--- src/rtl/eh2_lsu_dccm_arb_pkg.sv ---
// Shared types for the DCCM arbiter slice.
// State and requester encodings.
package eh2_lsu_dccm_arb_pkg;

  typedef enum logic [1:0] {
    NORMAL,
    DMA_URGENT,
    QUIESCE
  } eh2_dccm_arb_state_e;

  typedef enum logic [2:0] {
    REQ_NONE,
    REQ_ECC,
    REQ_LSU,
    REQ_DMA,
    REQ_STBUF
  } eh2_dccm_req_e;

endpackage

--- src/rtl/eh2_lsu_dccm_rsp_pipe.sv ---
// DMA read response pipe: RD_LAT-deep valid/tag shift register.
// empty_nxt: nothing will be in flight next cycle.
module eh2_lsu_dccm_rsp_pipe #(
  parameter int RD_LAT = 1,
  parameter int TAG_W  = 3
) (
  input  logic             clk,
  input  logic             rst,
  input  logic             push,
  input  logic [TAG_W-1:0] push_tag,
  output logic             rsp_valid,
  output logic [TAG_W-1:0] rsp_tag,
  output logic             empty_nxt
);

  logic [RD_LAT-1:0] vld_q;
  logic [TAG_W-1:0]  tag_q [RD_LAT];

  always_ff @(posedge clk or posedge rst) begin
    if (rst) begin
      vld_q <= '0;
      for (int i = 0; i < RD_LAT; i++) tag_q[i] <= '0;
    end else begin
      vld_q[0] <= push;
      tag_q[0] <= push ? push_tag : '0;
      for (int i = 1; i < RD_LAT; i++) begin
        vld_q[i] <= vld_q[i-1];
        tag_q[i] <= tag_q[i-1];
      end
    end
  end

  assign rsp_valid = vld_q[RD_LAT-1];
  assign rsp_tag   = tag_q[RD_LAT-1];

  // The last stage leaves the pipe this cycle.
  generate
    if (RD_LAT > 1) begin : g_deep
      assign empty_nxt = !push && !(|vld_q[RD_LAT-2:0]);
    end else begin : g_one
      assign empty_nxt = !push;
    end
  endgenerate

endmodule

--- src/rtl/eh2_lsu_dccm_arb.sv ---
// Single-port banked DCCM arbiter: ECC, LSU read, DMA, store buffer.
// Tracks DMA read responses, DMA starvation and quiesce.
module eh2_lsu_dccm_arb
  import eh2_lsu_dccm_arb_pkg::*;
#(
  parameter int DCCM_BITS        = 16,
  parameter int DCCM_FDATA_WIDTH = 39,
  parameter int RD_LAT           = 1,
  parameter int DMA_STARVE_MAX   = 15,
  parameter int DMA_TAG_W        = 3
) (
  input  logic                        clk,
  input  logic                        rst,
  input  logic                        lsu_rd_valid,
  output logic                        lsu_rd_ready,
  input  logic [DCCM_BITS-1:0]        lsu_addr_lo,
  input  logic [DCCM_BITS-1:0]        lsu_addr_hi,
  input  logic                        ecc_corr_valid,
  input  logic [DCCM_BITS-1:0]        ecc_corr_addr_lo,
  input  logic [DCCM_BITS-1:0]        ecc_corr_addr_hi,
  input  logic [DCCM_FDATA_WIDTH-1:0] ecc_corr_data_lo,
  input  logic [DCCM_FDATA_WIDTH-1:0] ecc_corr_data_hi,
  input  logic                        dma_valid,
  input  logic                        dma_write,
  input  logic [DMA_TAG_W-1:0]        dma_tag,
  input  logic [DCCM_BITS-1:0]        dma_addr,
  input  logic [DCCM_FDATA_WIDTH-1:0] dma_wdata,
  output logic                        dma_ready,
  output logic                        dma_rsp_valid,
  output logic [DMA_TAG_W-1:0]        dma_rsp_tag,
  input  logic                        stbuf_valid,
  input  logic                        stbuf_full,
  output logic                        stbuf_ready,
  input  logic [DCCM_BITS-1:0]        stbuf_addr_lo,
  input  logic [DCCM_BITS-1:0]        stbuf_addr_hi,
  input  logic [DCCM_FDATA_WIDTH-1:0] stbuf_data_lo,
  input  logic [DCCM_FDATA_WIDTH-1:0] stbuf_data_hi,
  input  logic                        quiesce_req,
  output logic                        quiesce_ack,
  output logic                        dccm_wren,
  output logic                        dccm_rden,
  output logic [DCCM_BITS-1:0]        dccm_wr_addr_lo,
  output logic [DCCM_BITS-1:0]        dccm_wr_addr_hi,
  output logic [DCCM_BITS-1:0]        dccm_rd_addr_lo,
  output logic [DCCM_BITS-1:0]        dccm_rd_addr_hi,
  output logic [DCCM_FDATA_WIDTH-1:0] dccm_wr_data_lo,
  output logic [DCCM_FDATA_WIDTH-1:0] dccm_wr_data_hi
);

  localparam int CNT_W = $clog2(DMA_STARVE_MAX + 1);
  localparam logic [CNT_W-1:0] CNT_MAX = CNT_W'(DMA_STARVE_MAX);

  eh2_dccm_arb_state_e state_q;
  eh2_dccm_req_e       win;

  logic [CNT_W-1:0]            cnt_q;
  logic                        ecc_pend_q;
  logic [DCCM_BITS-1:0]        ecc_addr_lo_q;
  logic [DCCM_BITS-1:0]        ecc_addr_hi_q;
  logic [DCCM_FDATA_WIDTH-1:0] ecc_data_lo_q;
  logic [DCCM_FDATA_WIDTH-1:0] ecc_data_hi_q;
  logic                        ack_q;
  logic                        stb_urgent;
  logic                        dma_grant;
  logic                        pipe_empty_nxt;

  assign stb_urgent = stbuf_valid && stbuf_full;

  // Winner select; ECC write-back always goes first.
  always_comb begin
    win = REQ_NONE;
    if (rst) begin
      win = REQ_NONE;
    end else if (ecc_pend_q) begin
      win = REQ_ECC;
    end else begin
      case (state_q)
        NORMAL: begin
          if (stb_urgent)        win = REQ_STBUF;
          else if (lsu_rd_valid) win = REQ_LSU;
          else if (dma_valid)    win = REQ_DMA;
          else if (stbuf_valid)  win = REQ_STBUF;
        end
        DMA_URGENT: begin
          if (dma_valid)         win = REQ_DMA;
          else if (stb_urgent)   win = REQ_STBUF;
          else if (lsu_rd_valid) win = REQ_LSU;
          else if (stbuf_valid)  win = REQ_STBUF;
        end
        default: win = REQ_NONE;
      endcase
    end
  end

  assign lsu_rd_ready = (win == REQ_LSU);
  assign dma_ready    = (win == REQ_DMA);
  assign stbuf_ready  = (win == REQ_STBUF);
  assign dma_grant    = dma_ready;
  assign quiesce_ack  = ack_q;

  always_comb begin
    dccm_wren       = 1'b0;
    dccm_rden       = 1'b0;
    dccm_wr_addr_lo = '0;
    dccm_wr_addr_hi = '0;
    dccm_rd_addr_lo = '0;
    dccm_rd_addr_hi = '0;
    dccm_wr_data_lo = '0;
    dccm_wr_data_hi = '0;
    case (win)
      REQ_ECC: begin
        dccm_wren       = 1'b1;
        dccm_wr_addr_lo = ecc_addr_lo_q;
        dccm_wr_addr_hi = ecc_addr_hi_q;
        dccm_wr_data_lo = ecc_data_lo_q;
        dccm_wr_data_hi = ecc_data_hi_q;
      end
      REQ_STBUF: begin
        dccm_wren       = 1'b1;
        dccm_wr_addr_lo = stbuf_addr_lo;
        dccm_wr_addr_hi = stbuf_addr_hi;
        dccm_wr_data_lo = stbuf_data_lo;
        dccm_wr_data_hi = stbuf_data_hi;
      end
      REQ_LSU: begin
        dccm_rden       = 1'b1;
        dccm_rd_addr_lo = lsu_addr_lo;
        dccm_rd_addr_hi = lsu_addr_hi;
      end
      REQ_DMA: begin
        if (dma_write) begin
          dccm_wren       = 1'b1;
          dccm_wr_addr_lo = dma_addr;
          dccm_wr_addr_hi = dma_addr;
          dccm_wr_data_lo = dma_wdata;
          dccm_wr_data_hi = dma_wdata;
        end else begin
          dccm_rden       = 1'b1;
          dccm_rd_addr_lo = dma_addr;
          dccm_rd_addr_hi = dma_addr;
        end
      end
      default: ;
    endcase
  end

  // A fresh pulse always reloads; the old entry issues this cycle.
  always_ff @(posedge clk or posedge rst) begin
    if (rst) begin
      ecc_pend_q    <= 1'b0;
      ecc_addr_lo_q <= '0;
      ecc_addr_hi_q <= '0;
      ecc_data_lo_q <= '0;
      ecc_data_hi_q <= '0;
    end else begin
      ecc_pend_q <= ecc_corr_valid;
      if (ecc_corr_valid) begin
        ecc_addr_lo_q <= ecc_corr_addr_lo;
        ecc_addr_hi_q <= ecc_corr_addr_hi;
        ecc_data_lo_q <= ecc_corr_data_lo;
        ecc_data_hi_q <= ecc_corr_data_hi;
      end
    end
  end

  always_ff @(posedge clk or posedge rst) begin
    if (rst) begin
      cnt_q <= '0;
    end else if (dma_grant) begin
      cnt_q <= '0;
    end else if (dma_valid && (cnt_q != CNT_MAX)) begin
      cnt_q <= cnt_q + 1'b1;
    end
  end

  always_ff @(posedge clk or posedge rst) begin
    if (rst) begin
      state_q <= NORMAL;
      ack_q   <= 1'b0;
    end else begin
      ack_q <= (state_q == QUIESCE) && quiesce_req &&
               pipe_empty_nxt && !ecc_corr_valid;
      case (state_q)
        NORMAL: begin
          if (quiesce_req)
            state_q <= QUIESCE;
          else if ((cnt_q == CNT_MAX) && dma_valid)
            state_q <= DMA_URGENT;
        end
        DMA_URGENT: begin
          if (quiesce_req)    state_q <= QUIESCE;
          else if (dma_grant) state_q <= NORMAL;
        end
        QUIESCE: begin
          if (!quiesce_req) state_q <= NORMAL;
        end
        default: state_q <= NORMAL;
      endcase
    end
  end

  eh2_lsu_dccm_rsp_pipe #(
    .RD_LAT (RD_LAT),
    .TAG_W  (DMA_TAG_W)
  ) u_rsp_pipe (
    .clk       (clk),
    .rst       (rst),
    .push      (dma_grant && !dma_write),
    .push_tag  (dma_tag),
    .rsp_valid (dma_rsp_valid),
    .rsp_tag   (dma_rsp_tag),
    .empty_nxt (pipe_empty_nxt)
  );

endmodule
--- config.mk ---
export PLATFORM = sky130hd
export DESIGN_NAME = eh2_lsu_dccm_arb
export DESIGN_NICKNAME = d
export VERILOG_FILES = /design/src/rtl/eh2_lsu_dccm_arb_pkg.sv /design/src/rtl/eh2_lsu_dccm_rsp_pipe.sv /design/src/rtl/eh2_lsu_dccm_arb.sv
export SDC_FILE = /design/constraint.sdc
export NUM_CORES = 1
export LEC_CHECK = 0
export BUFFER_PORTS_ARGS = -buffer_cell sky130_fd_sc_hd__buf_2
export CORE_AREA = 2 2 186 188
export DETAILED_ROUTE_END_ITERATION = 12
export DIE_AREA = 0 0 188 190
export PLACE_DENSITY_LB_ADDON = 0.1
export SETUP_SLACK_MARGIN = 0.1
export SYNTH_ARGS = -nofsm -noshare
export SYNTH_HDL_FRONTEND = slang
export SYNTH_HIERARCHICAL = 1
export SYNTH_SLANG_ARGS = --single-unit
--- constraint.sdc ---
create_clock -name clk -period 3.3 [get_ports clk]
set_clock_uncertainty 0.15 [all_clocks]
set_input_delay 0.33 -clock clk [delete_from_list [all_inputs] [get_ports clk]]
set_output_delay 0.33 -clock clk [all_outputs]
set_load 0.02 [all_outputs]
== After elaboration in Yosys (flattened, before gate mapping) ==
Index checks and enable logic that the tools add are counted.
Widths: inputs -> output; s select.

* Bitwise logic cells: 0
* $add $sub $neg: 1
* Reduce and logical (&&, ||, !) cells: 14
* Shift operators: 0
* Eq/ne operators: 11
* Multiply operators: 0
* Order comparisons: 0
* Muxes and demuxes: 32
* Divide/modulo/power cells: 0

{| class="wikitable"
|+ Operators with widths
! operator !! number
|-
| $pmux 39 s3 || 2
|-
| $pmux 16 s3 || 2
|-
| $pmux 16 s2 || 2
|-
| $mux 39 || 1
|-
| $mux 16 || 2
|-
| $mux 3 || 10
|-
| $mux 2 || 5
|-
| $mux 4 || 2
|-
| $logic_and 1x1->1 || 7
|-
| $eq 3x2->1 const B || 2
|-
| $ne 3x3->1 const B || 2
|-
| $pmux 2 s3 || 1
|-
| $pmux 3 s2 || 1
|-
| $add 4x1->4 const B || 1
|-
| $eq 4x4->1 const B || 1
|-
| $ne 4x4->1 const B || 1
|-
| $pmux 1 s2 || 2
|-
| $eq 3x1->1 const B || 1
|-
| $eq 3x3->1 const B || 1
|-
| $logic_not 1->1 || 3
|-
| $reduce_and 3->1 || 1
|-
| $eq 2x1->1 const B || 1
|-
| $eq 2x2->1 const B || 1
|-
| $logic_not 2->1 || 1
|-
| 4 further kinds || 5
|}

* Register bits after elaboration: 122
* Memory bits (read-only): 0
* Memories: 0
* Bits in latches: 0
* Output and inout bits: 152
* Logic and storage cells: 68
* RAM bits: 0

== Longest topological paths before layout ==
Gate-level depths: netlist of the first run.

* Depth in word-level cells: 12
* Mapped depth: 7
* Depth with buffers taken out: 6

== By module ==
Netlist of the first run, hierarchy kept.

{| class="wikitable"
|+ Modules (own cells, without submodules)
! module !! sequential area each (sq um) !! instances !! area an instance (sq um) !! cells an instance
|-
| eh2_lsu_dccm_arb || 2952.8 || 1 || 6849.1 || 592
|-
| eh2_lsu_dccm_rsp_pipe || 100.1 || 1 || 126.4 || 9
|}

== Worst setup path after synthesis of the first run ==
No wires, ideal clock.

* Kind: register to output
* From: register state_q[1]
* To: output dccm_rd_addr_hi[14]
* Data required time: 2.820 ns
* Stages on the path, launching flop included: 5
* Setup slack: 1.132 ns
* Arrival: 1.688 ns
* Cell sequence: dfrtp_1 nor3_1 nand2_1 nor2_1 a32o_1

* Longest elaborated chain between the ends: 6
* Elaborated cells between the ends (all ways): 8
* Classes of those cells: eq/ne (3); mux (4); reduce/logical (1)

{| class="wikitable"
|+ RTL lines
! what !! RTL line !! source
|-
| start, declared || eh2_lsu_dccm_arb.sv:53 || <nowiki>eh2_dccm_arb_state_e state_q;</nowiki>
|-
| start signal, assigned || eh2_lsu_dccm_arb.sv:178 || <nowiki>state_q <= NORMAL;</nowiki>
|-
| start signal, assigned || eh2_lsu_dccm_arb.sv:186 || <nowiki>state_q <= QUIESCE;</nowiki>
|-
| start signal, assigned || eh2_lsu_dccm_arb.sv:188 || <nowiki>state_q <= DMA_URGENT;</nowiki>
|-
| $eq 2x1->1 or $logic_not 2->1 (tied branches) || eh2_lsu_dccm_arb.sv:77 || <nowiki>case (state_q)</nowiki>
|-
| $pmux 3 s2 (*) || eh2_lsu_dccm_arb.sv:77 ||
|-
| $mux 3 (*) || eh2_lsu_dccm_arb.sv:74 || <nowiki>end else if (ecc_pend_q) begin</nowiki>
|-
| $mux 3 (*) || eh2_lsu_dccm_arb.sv:72 || <nowiki>if (rst) begin</nowiki>
|-
| $eq 3x2->1 (*) || n/a ||
|-
| via dma_ready || eh2_lsu_dccm_arb.sv:28 || <nowiki>output logic dma_ready,</nowiki>
|-
| $pmux 16 s2 (*) || eh2_lsu_dccm_arb.sv:110 || <nowiki>case (win)</nowiki>
|-
| end, declared || eh2_lsu_dccm_arb.sv:45 || <nowiki>output logic [DCCM_BITS-1:0] dccm_rd_addr_hi,</nowiki>
|}

The timed path passes the listed nets; every way through them passes the cells marked *.

== Worst setup path in the final report of the first run ==
* From: register state_q[1]
* To: output dccm_wr_addr_hi[13]

* Longest elaborated chain between the ends: 6
* Elaborated cells between the ends (all ways): 9
* Classes of those cells: eq/ne (4); mux (4); reduce/logical (1)

{| class="wikitable"
|+ RTL lines
! what !! RTL line !! source
|-
| $eq 2x1->1 or $logic_not 2->1 (tied branches) || eh2_lsu_dccm_arb.sv:77 ||
|-
| $pmux 3 s2 (*) || eh2_lsu_dccm_arb.sv:77 ||
|-
| $mux 3 (*) || eh2_lsu_dccm_arb.sv:74 ||
|-
| $mux 3 (*) || eh2_lsu_dccm_arb.sv:72 ||
|-
| $eq 3x2->1, or another cell as far along || eh2_lsu_dccm_arb.sv:110 ||
|-
| $pmux 16 s3 (*) || eh2_lsu_dccm_arb.sv:110 ||
|-
| end, declared || eh2_lsu_dccm_arb.sv:43 || <nowiki>output logic [DCCM_BITS-1:0] dccm_wr_addr_hi,</nowiki>
|}

Every way passes the cells marked *; elsewhere a longest branch is shown, timed or not.

==> run metrics, run 1 <==
status finished, final reports clean; CTS max path bufs 2; input/output buffers 470; crit path cell chain nor2b_4 -> buf_4 -> nand3_1 -> nor3_1 -> a221o_1 -> buf_2; Switching Power 1.37 mW; NumNets Final 1480; number of top-level pins 471; worst reg2reg path startpoint state_q[1]; Worst-Skew Late Latency 0.43 ns; Post-DRT Antenna Nets 0; endpoints failing hold 0; slowest cell on the critical path dfrtp_1; # DRC 0; initial antenna violation count 4; initial core utilization 0.205; end of the worst register-to-register path quiesce_ack; Max-Cap Viols 0; Cell Rows 68; share of cells above drive strength 1 0.562; global-route wire length before repair 48100 um; f_max 324 MHz; number of synthesized register bits 122; Synth Cell Area 0.00698 mm^2; Die Wd 188 um; # setup viols final 0; post-CTS setup repair buffer count 0; required time worst endpoint 2.82 ns; DRT iter0 DRCs 355; Crit Path Max Fanout 25; DR vias 7691; critical path class reg2out; leak pwr 5.53 nW; Slew @ Worst Pin 0.744 ns; max-slew violations 0; commonest non-fill, non-tap cell in the layout buf_2; CTS Buf Count 17; Worst-path clk slew 0.06 ns; worst setup path endpoint dccm_wr_addr_hi[13]; Critical path origin state_q[1]; DP Wirelength 23800 um; P&R area growth vs syn 66.9%; most frequent cells in the layout buf_2, dfrtp_1, dlygate4sd3_1; Mapped Avg Cell Area 11.6 um^2; Clk pwr share 0.425; gpl congestion 0.812; critical path's largest stage delay 0.54 ns; relative slew slack 0.503; Mapped Cells 601; R2R Setup Slk 1.20 ns; fin crit period 3.09 ns; post-DR vias/cell 4.72; register area share after synthesis 0.438; DRT Pass-1 Iters 4; Routed WL per cell 20.3 um; Int Power 3.60 mW; combinational power share 0.218; Post-DP Area 0.00983 mm^2; Worst Hold Class in2reg; post-synthesis cell type count 33; Worst setup SP type flop; Die ar. 0.0357 mm^2; peak supply drop 0.329 mV; Power Dens Cells 426 mW/mm^2; residual overflow from global routing 0; CTS tree built; share of power burned in registers 0.357; Synth Warn # 6; Die Y 190 um; Net Sw Frac 0.275; fin util 0.343; TritonCTS sink count 122; root buffer cell clkbuf_16; syn_nets 921; crit end category output pin; Final period util 0.936; # fillers 3572; H-tree levels 4; r2r worst-path depth 7; Core Footprint 0.0339 mm^2; Routed WL 33000 um; Worst EP arrival 2.61 ns; total track usage 0.177; setup_tns 0 ns; pin count of the biggest net entering global routing 90; unrepaired setup endpoints after global routing yes; Post-Layout Inst Area 0.0116 mm^2; via count of the first global-routing pass 7965
[flip-flops by register name, summed over array words and instances (netlist names)]
signal	cells
ecc_addr_hi_q	16
ecc_data_hi_q	39
quiesce_ack	1
state_q	2
u_rsp_pipe/rsp_tag	3
cnt_q	4
u_rsp_pipe/rsp_valid	1
ecc_data_lo_q	39
ecc_pend_q	1
ecc_addr_lo_q	16
[power groups by stage]
stage          Combinational (mW)  Sequential (mW)  Clock, mW
2_1_floorplan               0.566             1.75          0
3_3_place_gp                0.972             1.80          0
3_5_place_dp                0.977             1.80          0
4_1_cts                      1.09             1.78       2.17
5_1_grt                      1.17             1.80       2.24
6_report                     1.08             1.77       2.11
[per-stage QoR]
| stage | power, mW | hold slack, ns | setup WS [ns] | cells |
|---|---|---|---|---|
| floorplan | 2.32 | -0.0539 | 1.13 | 601 |
| global placement | 2.77 | 0.178 | 0.609 | 1480 |
| detailed placement | 2.77 | 0.172 | 0.587 | 1480 |
| CTS | 5.04 | 0.204 | 0.109 | 1626 |
| global route | 5.21 | 0.230 | 0.0994 | 1630 |
| finish | 4.97 | 0.235 | 0.212 | 1630 |
[how the worst min path moves through the flow]
| stage | from | to | cells after the start |
|---|---|---|---|
| 2_1_floorplan | rst | u_rsp_pipe/rsp_tag[0] | 1 |
| 3_3_place_gp | rst | u_rsp_pipe/rsp_valid | 2 |
| 3_5_place_dp | rst | u_rsp_pipe/rsp_tag[0] | 2 |
| 4_1_cts | dma_write | u_rsp_pipe/rsp_valid | 3 |
| 5_1_grt | dma_write | u_rsp_pipe/rsp_valid | 3 |
| 6_report | dma_write | u_rsp_pipe/rsp_valid | 3 |
[logic make-up (layout without fill, tap and decap cells)]
family,Yosys count,after routing,share of synthesized area
adder cells (fa/ha/maj),1,1,0.00179
XOR/XNOR,2,2,0.00251
buffers and inverters,72,642,0.0545
multiplexers,110,110,0.178
AND/OR/NAND/NOR,143,144,0.120
AO/OA/AOI/OAI,151,151,0.206
flip-flops,122,122,0.438
other,0,3,0
[worst max-delay path: cells and delay by family, from the launching register on]
kind | cells | cell delay, ns
buffers and inverters | 2 | 0.57
DFF | 1 | 0.54
and+or+nand+nor | 3 | 0.86
AOI/OAI and AO/OA | 1 | 0.19
[routing by layer]
metal  global-route usage  up-vias  wire, um
met2                0.306      325     16500
li1                     -     3544         -
met5                    0        -        13
met3               0.0470       39      2050
met4               0.0554        2       605
met1                0.215     3781     13900
[what timing repair did]
item                       4_1_cts  5_1_grt
hold buffers                   115        0
gates resized for setup          0        1
setup endpoints to repair        0        8
hold endpoints to repair       144        0
[cell type report]
class	instances	area, um^2	share of cell area
diodes	3	7.51	0.000645
clock buffers	23	478	0.0410
clock inverters	8	165	0.0142
inverters	4	18.8	0.00161
multi-input cells	408	3590	0.309
flip-flops and latches	122	3050	0.262
well taps	455	569	0.0489
repair buffers	607	3760	0.323
[Yosys cell counts]
library cell / instances / share of area
a32o_1: 2 / 0.0029
clkbuf_1: 36 / 0.019
a22o_1: 30 / 0.038
nand2b_1: 1 / 0.00090
nor2b_1: 4 / 0.0036
clkbuf_4: 1 / 0.0011
a21boi_0: 1 / 0.0011
nand2_1: 5 / 0.0027
xor2_1: 2 / 0.0025
dfrtp_1: 122 / 0.44
nand4b_1: 1 / 0.0013
a221o_1: 110 / 0.16
mux2_2: 110 / 0.18
o22ai_1: 1 / 0.00090
nor2_1: 5 / 0.0027
and2_1: 3 / 0.0027
buf_6: 10 / 0.016
o21ai_0: 1 / 0.00072
a21oi_1: 5 / 0.0036
nor3b_1: 1 / 0.0011
and3_1: 2 / 0.0018
or3_4: 1 / 0.0016
nand3_1: 59 / 0.042
nor2_2: 1 / 0.00090
nor3_2: 19 / 0.027
buf_2: 19 / 0.014
inv_1: 4 / 0.0022
a211o_1: 1 / 0.0013
nor4_2: 1 / 0.0018
ha_1: 1 / 0.0018
buf_4: 2 / 0.0022
and4b_1: 1 / 0.0014
nor3_1: 39 / 0.028
No activity file was read; power rests on OpenSTA's default activity.
==> run 2: changes to the inputs <==
- BUFFER_PORTS_ARGS: -buffer_cell sky130_fd_sc_hd__buf_2 -> -buffer_cell sky130_fd_sc_hd__buf_4
==> run 2 against run 1 <==
- final area is 9.8% higher
- worst hold slack worse by 0.21 ns
- critical path depth is 1 higher
- routed wire length is 0.15% higher
- die area stayed put
- sequential share of layout area is 2.3 points lower
- via count is 0.49% lower
- register-to-register slack worse by 0.11 ns
- first-iteration DRC count is 5.1% lower
- global-route usage is 0.33 points higher
- count of clock-buffer cells in the layout is 1 lower
- sequential cell count stayed put
==> run metrics, run 2 (same netlist as run 1, synthesis figures left out) <==
status finished, final reports clean (unchanged); max-slew violations 0 (unchanged); crit-path most repeated cell buf_4; peak supply drop 0.301 mV (was 0.329 mV); H-tree levels 4 (unchanged); critical path's top delay family buffers and inverters (was simple AND/OR/NAND/NOR gates); Crit Path Max Fanout 47 (was 25); initial core utilization 0.205 (unchanged); CTS Buf Count 17 (unchanged); # setup viols final 0 (unchanged); leading registers by flop count ecc_data_hi_q (39), ecc_data_lo_q (39) (unchanged); Power Dens Cells 401 mW/mm^2 (was 426 mW/mm^2); CTS tree built (unchanged); input/output buffers 470 (unchanged); share of cells above drive strength 1 0.561 (was 0.562); P&R area growth vs syn 83.3% (was 66.9%); residual overflow from global routing 0 (unchanged); DP Wirelength 24600 um (was 23800 um); Worst-path clk slew 0.06 ns (about the same); Sequential Area 0.00305 mm^2 (unchanged); total track usage 0.181 (was 0.177); Die Y 190 um (unchanged); pin count of the biggest net entering global routing 85 (was 90); Die Wd 188 um (unchanged); via count of the first global-routing pass 8119 (was 7965); DRT Pass-1 Iters 5 (was 4); initial antenna violation count 4 (unchanged); fin crit period 3.14 ns (was 3.09 ns); Core Footprint 0.0339 mm^2 (unchanged); Hold Worst Slack 0.0232 ns (was 0.235 ns); Worst setup SP type input pin (was flop); Cell Rows 68 (unchanged); required time worst endpoint 2.82 ns (about the same); # fillers 3446 (was 3572); Max-Cap Viols 0 (unchanged); gpl congestion 0.804 (was 0.812); commonest non-fill, non-tap cell in the layout buf_4 (was buf_2); critical path's largest stage delay 0.55 ns (was 0.54 ns); DR vias 7653 (was 7691); Finished Layout Cells 1625 (was 1630); # DRC 0 (unchanged); Worst EP arrival 2.66 ns (was 2.61 ns); Multi-input gate area 0.00358 mm^2 (was 0.00359 mm^2); Post-DRT Antenna Nets 0 (unchanged); post-DR vias/cell 4.71 (was 4.72); Routed WL per cell 20.4 um (was 20.3 um); Slew @ Worst Pin 0.765 ns (was 0.744 ns); post-CTS setup repair buffer count 0 (unchanged); relative slew slack 0.489 (was 0.503); critical path class in2out (was reg2out); Worst Path Buf+Inv 4 (was 2); endpoints failing hold 0 (unchanged); leak pwr 5.79 nW (was 5.53 nW); CTS max path bufs 2 (unchanged); Worst Hold Class in2reg (unchanged); number of top-level pins 471 (unchanged); Die ar. 0.0357 mm^2 (unchanged); f_max 318 MHz (was 324 MHz); most frequent cells in the layout buf_4, dfrtp_1, dlygate4sd3_1 (was buf_2, dfrtp_1, dlygate4sd3_1); TritonCTS sink count 122 (unchanged); slowest cell on the critical path dlygate4sd3_1 (was dfrtp_1); post_cts resized 0 (unchanged); Worst-Skew Late Latency 0.41 ns (was 0.43 ns); NumNets Final 1474 (was 1480); Final period util 0.952 (was 0.936); unrepaired setup endpoints after global routing no (was yes); global-route wire length before repair 49400 um (was 48100 um); Routed WL 33100 um (was 33000 um); setup_tns 0 ns (unchanged); crit path cell chain dlygate4sd3_1 -> buf_4 -> nor3_1 -> and3_4 -> buf_12 -> a221o_1 -> buf_4 (was nor2b_4 -> buf_4 -> nand3_1 -> nor3_1 -> a221o_1 -> buf_2); DRT iter0 DRCs 337 (was 355); root buffer cell clkbuf_16 (unchanged); placed insts 1477 (was 1480); crit end category output pin (unchanged)
-- run 2: changes by cell type in the layout (fill, tap and decap cells not counted) --
| cell | delta |
|---|---|
| buf_12 | +1 |
| buf_2 | -469 |
| buf_4 | +465 |
| clkbuf_8 | -1 |
| clkinv_2 | -3 |
| clkinv_4 | +2 |
| clkinvlp_4 | +3 |
| dlygate4sd3_1 | -2 |
| nor3_1 | +1 |
| nor3_2 | -1 |
| or3_2 | -1 |
-- run 2: path summary, 6_finish.rpt --
kind	startpoint	to	slack, ns	depth (start not counted)
max	rst	dccm_wr_addr_hi[12]	0.16	7
min	ecc_corr_data_hi[36]	ecc_data_hi_q[36]	0.02	2
max reg2reg	state_q[1]	quiesce_ack	1.09	7
min reg2reg	ecc_data_lo_q[34]	ecc_data_lo_q[34]	0.36	1
max in group asynchronous	rst	ecc_data_lo_q[16]	2.07	4
min in group asynchronous	rst	u_rsp_pipe/rsp_tag[0]	0.28	3
-- run 2: final cells by class --
type / count / share of cell area
tap: 455 / 0.0445
inverter: 4 / 0.00147
sequential: 122 / 0.239
antenna: 3 / 0.000587
multi-input combinational: 407 / 0.280
clock inverter: 10 / 0.0149
timing repair buffer: 602 / 0.383
clock buffer: 22 / 0.0363
-- run 2: metal layers --
layer | track usage | vias to the layer above | share of wire
li1 | - | 3538 | -
met1 | 0.213 | 3765 | 0.40
met2 | 0.325 | 318 | 0.52
met3 | 0.0408 | 30 | 0.057
met4 | 0.0557 | 2 | 0.019
met5 | 0 | - | 0.00036
-- run 2: metrics by stage --
stage,util,cell area [um^2],total power [mW],setup slack (ns)
2_1_floorplan,-,6980,2.32,1.13
3_3_place_gp,0.324,11000,2.94,0.644
3_5_place_dp,0.324,11000,2.94,0.700
4_1_cts,0.376,12800,5.22,0.180
5_1_grt,0.377,12800,5.38,0.121
6_report,0.377,12800,5.13,0.159
-- run 2: report_power, final --
group | switching, mW | total, mW | leakage (nW) | internal, mW
Combinational | 0.543 | 1.24 | 4.04 | 0.700
Sequential | 0.114 | 1.77 | 1.44 | 1.66
Clock | 0.726 | 2.11 | 0.307 | 1.38
-- run 2: worst reg2reg max path, cell delays in order (launching register included) --
cell and delay [ns]:
dfrtp_1 0.49, nor3_1 0.42, nand2_1 0.20, nor4_4 0.22, buf_4 0.38, inv_1 0.08, nand4b_1 0.10, nor2_1 0.05
-- run 2: what timing repair did --
item | CTS | global route
hold buffers | 113 | 0
hold endpoints to repair | 202 | 0
setup endpoints to repair | 0 | 0
==> run 3: changes to the inputs <==
- CTS_CLUSTER_SIZE: unset -> 16
- PLACE_DENSITY_LB_ADDON: 0.1 -> 0.15
==> run 3 against run 2 <==
- register-to-register slack improved by 0.13 ns
- first-iteration DRC count shrank 11%
- worst hold slack gained 0.16 ns
- sequential share of layout area fell by 0.056 points
- largest cell class unchanged
- count of clock-buffer cells in the layout stayed put
==> run metrics, run 3 (same netlist as run 1, synthesis figures left out) <==
status finished, final reports clean (unchanged); Net Sw Frac 0.275 (was 0.270); Switching Power 1.36 mW (was 1.38 mW); Core Footprint 0.0339 mm^2 (unchanged); DRT iter0 DRCs 300 (was 337); endpoints failing hold 0 (unchanged); # fillers 3427 (was 3446); critical path class reg2out (was in2out); CTS max path bufs 2 (unchanged); worst setup path endpoint dccm_wr_data_hi[20] (was dccm_wr_addr_hi[12]); Worst EP arrival 2.61 ns (was 2.66 ns); unrepaired setup endpoints after global routing no (unchanged); residual overflow from global routing 0 (unchanged); combinational power share 0.257 (was 0.242); post-DR vias/cell 4.73 (was 4.71); r2r worst-path depth 7 (unchanged); end of the worst register-to-register path quiesce_ack (unchanged); root buffer cell clkbuf_16 (unchanged); gpl congestion 0.762 (was 0.804); DRT Pass-1 Iters 5 (unchanged); share of power burned in registers 0.358 (was 0.346); fin crit period 3.09 ns (was 3.14 ns); DR vias 7736 (was 7653); Die Y 190 um (unchanged); required time worst endpoint 2.82 ns (about the same); worst reg2reg path startpoint state_q[1] (unchanged); relative slew slack 0.512 (was 0.489); most frequent cells in the layout buf_4, dfrtp_1, dlygate4sd3_1 (unchanged); Max-Cap Viols 0 (unchanged); commonest non-fill, non-tap cell in the layout buf_4 (unchanged); Slew @ Worst Pin 0.732 ns (was 0.765 ns); P&R area growth vs syn 83.7% (was 83.3%); DP Wirelength 25100 um (was 24600 um); peak supply drop 0.226 mV (was 0.301 mV); Power Dens Cells 385 mW/mm^2 (was 401 mW/mm^2); total track usage 0.184 (was 0.181); Hold Worst Slack 0.183 ns (was 0.0232 ns); Int Power 3.57 mW (was 3.74 mW); initial core utilization 0.205 (unchanged); Clk pwr share 0.385 (was 0.412); Worst-Skew Late Latency 0.41 ns (about the same); initial antenna violation count 3 (was 4); input/output buffers 470 (unchanged); Die ar. 0.0357 mm^2 (unchanged); Routed WL per cell 20.6 um (was 20.4 um); H-tree levels 4 (unchanged); Worst setup SP type flop (was input pin); via count of the first global-routing pass 8269 (was 8119); global-route wire length before repair 49800 um (was 49400 um); number of top-level pins 471 (unchanged); Worst Hold Class in2reg (unchanged); Critical path origin state_q[1] (was rst); max-slew violations 0 (unchanged); post_cts resized 0 (unchanged); TritonCTS sink count 122 (unchanged); crit end category output pin (unchanged); R2R Setup Slk 1.22 ns (was 1.09 ns); Routed WL 33700 um (was 33100 um); share of cells above drive strength 1 0.564 (was 0.561); Post-DRT Antenna Nets 0 (unchanged); Crit Path Max Fanout 39 (was 47); NumNets Final 1488 (was 1474); # setup viols final 0 (unchanged); leak pwr 5.84 nW (was 5.79 nW); Die Wd 188 um (unchanged); Cell Rows 68 (unchanged); pin count of the biggest net entering global routing 113 (was 85); leading registers by flop count ecc_data_hi_q (39), ecc_data_lo_q (39) (unchanged); Worst-path clk slew 0.05 ns (was 0.06 ns); CTS Buf Count 17 (unchanged); setup_tns 0 ns (unchanged); CTS tree built (unchanged); # DRC 0 (unchanged); Final period util 0.935 (was 0.952); f_max 324 MHz (was 318 MHz)
run 3: worst max-delay path, cell delays in order (launching register included):
cell	delay, ns
dfrtp_1	0.49
or3_4	0.62
buf_4	0.30
nor3_1	0.38
a221o_1	0.23
buf_4	0.16
run 3: worst min-delay path by stage:
| stage | depth (start not counted) | slack [ns] | startpoint | endpoint |
|---|---|---|---|---|
| after floorplan | 1 | -0.05 | rst | u_rsp_pipe/rsp_tag[0] |
| after global placement | 2 | 0.13 | rst | u_rsp_pipe/rsp_tag[2] |
| after detailed placement | 2 | 0.13 | rst | u_rsp_pipe/rsp_tag[2] |
| after CTS | 3 | 0.16 | dma_valid | cnt_q[1] |
| after global routing | 3 | 0.20 | dma_valid | cnt_q[1] |
| final | 3 | 0.18 | dma_valid | cnt_q[1] |
run 3: metal layers:
layer | vias to the layer above | routed length (um) | track usage | share of wire
met5 | - | 13 | 0 | 0.00039
met3 | 36 | 2380 | 0.0504 | 0.071
met4 | 2 | 873 | 0.0694 | 0.026
met1 | 3777 | 13000 | 0.209 | 0.39
met2 | 355 | 17400 | 0.328 | 0.52
li1 | 3566 | - | - | -
run 3: layout make-up:
class                      count  area (um^2)  share of cell area
inverter                       4         18.8             0.00146
tap                          455          569              0.0444
sequential                   122         3050               0.238
clock buffer                  22          454              0.0354
clock inverter                 9          123             0.00957
timing repair buffer         616         5010               0.391
antenna                        2         5.00            0.000390
multi-input combinational    407         3580               0.279
run 3: power by group through the flow:
stage               logic [mW]  registers [mW]  clock network (mW)
floorplan                0.566            1.75                   0
global placement          1.15            1.79                   0
detailed placement        1.16            1.79                   0
CTS                       1.28            1.77                1.96
global route              1.36            1.79                2.04
finish                    1.27            1.77                1.90
run 3: what timing repair did:
action	in CTS	in global routing
hold buffers	115	0
endpoints found under the setup margin	0	5
setup buffers	0	3
hold endpoints to repair	202	0
run 3: stage by stage:
| step | instances | utilization | worst slack, ns | cell area (um^2) | total power, mW |
|---|---|---|---|---|---|
| after global routing | 1637 | 0.378 | 0.112 | 12800 | 5.19 |
| final | 1637 | 0.378 | 0.214 | 12800 | 4.93 |
| after floorplan | 601 | - | 1.13 | 6980 | 2.32 |
| after detailed placement | 1486 | 0.325 | 0.582 | 11000 | 2.95 |
| after global placement | 1486 | 0.325 | 0.578 | 11000 | 2.94 |
| after CTS | 1632 | 0.376 | 0.101 | 12800 | 5.01 |
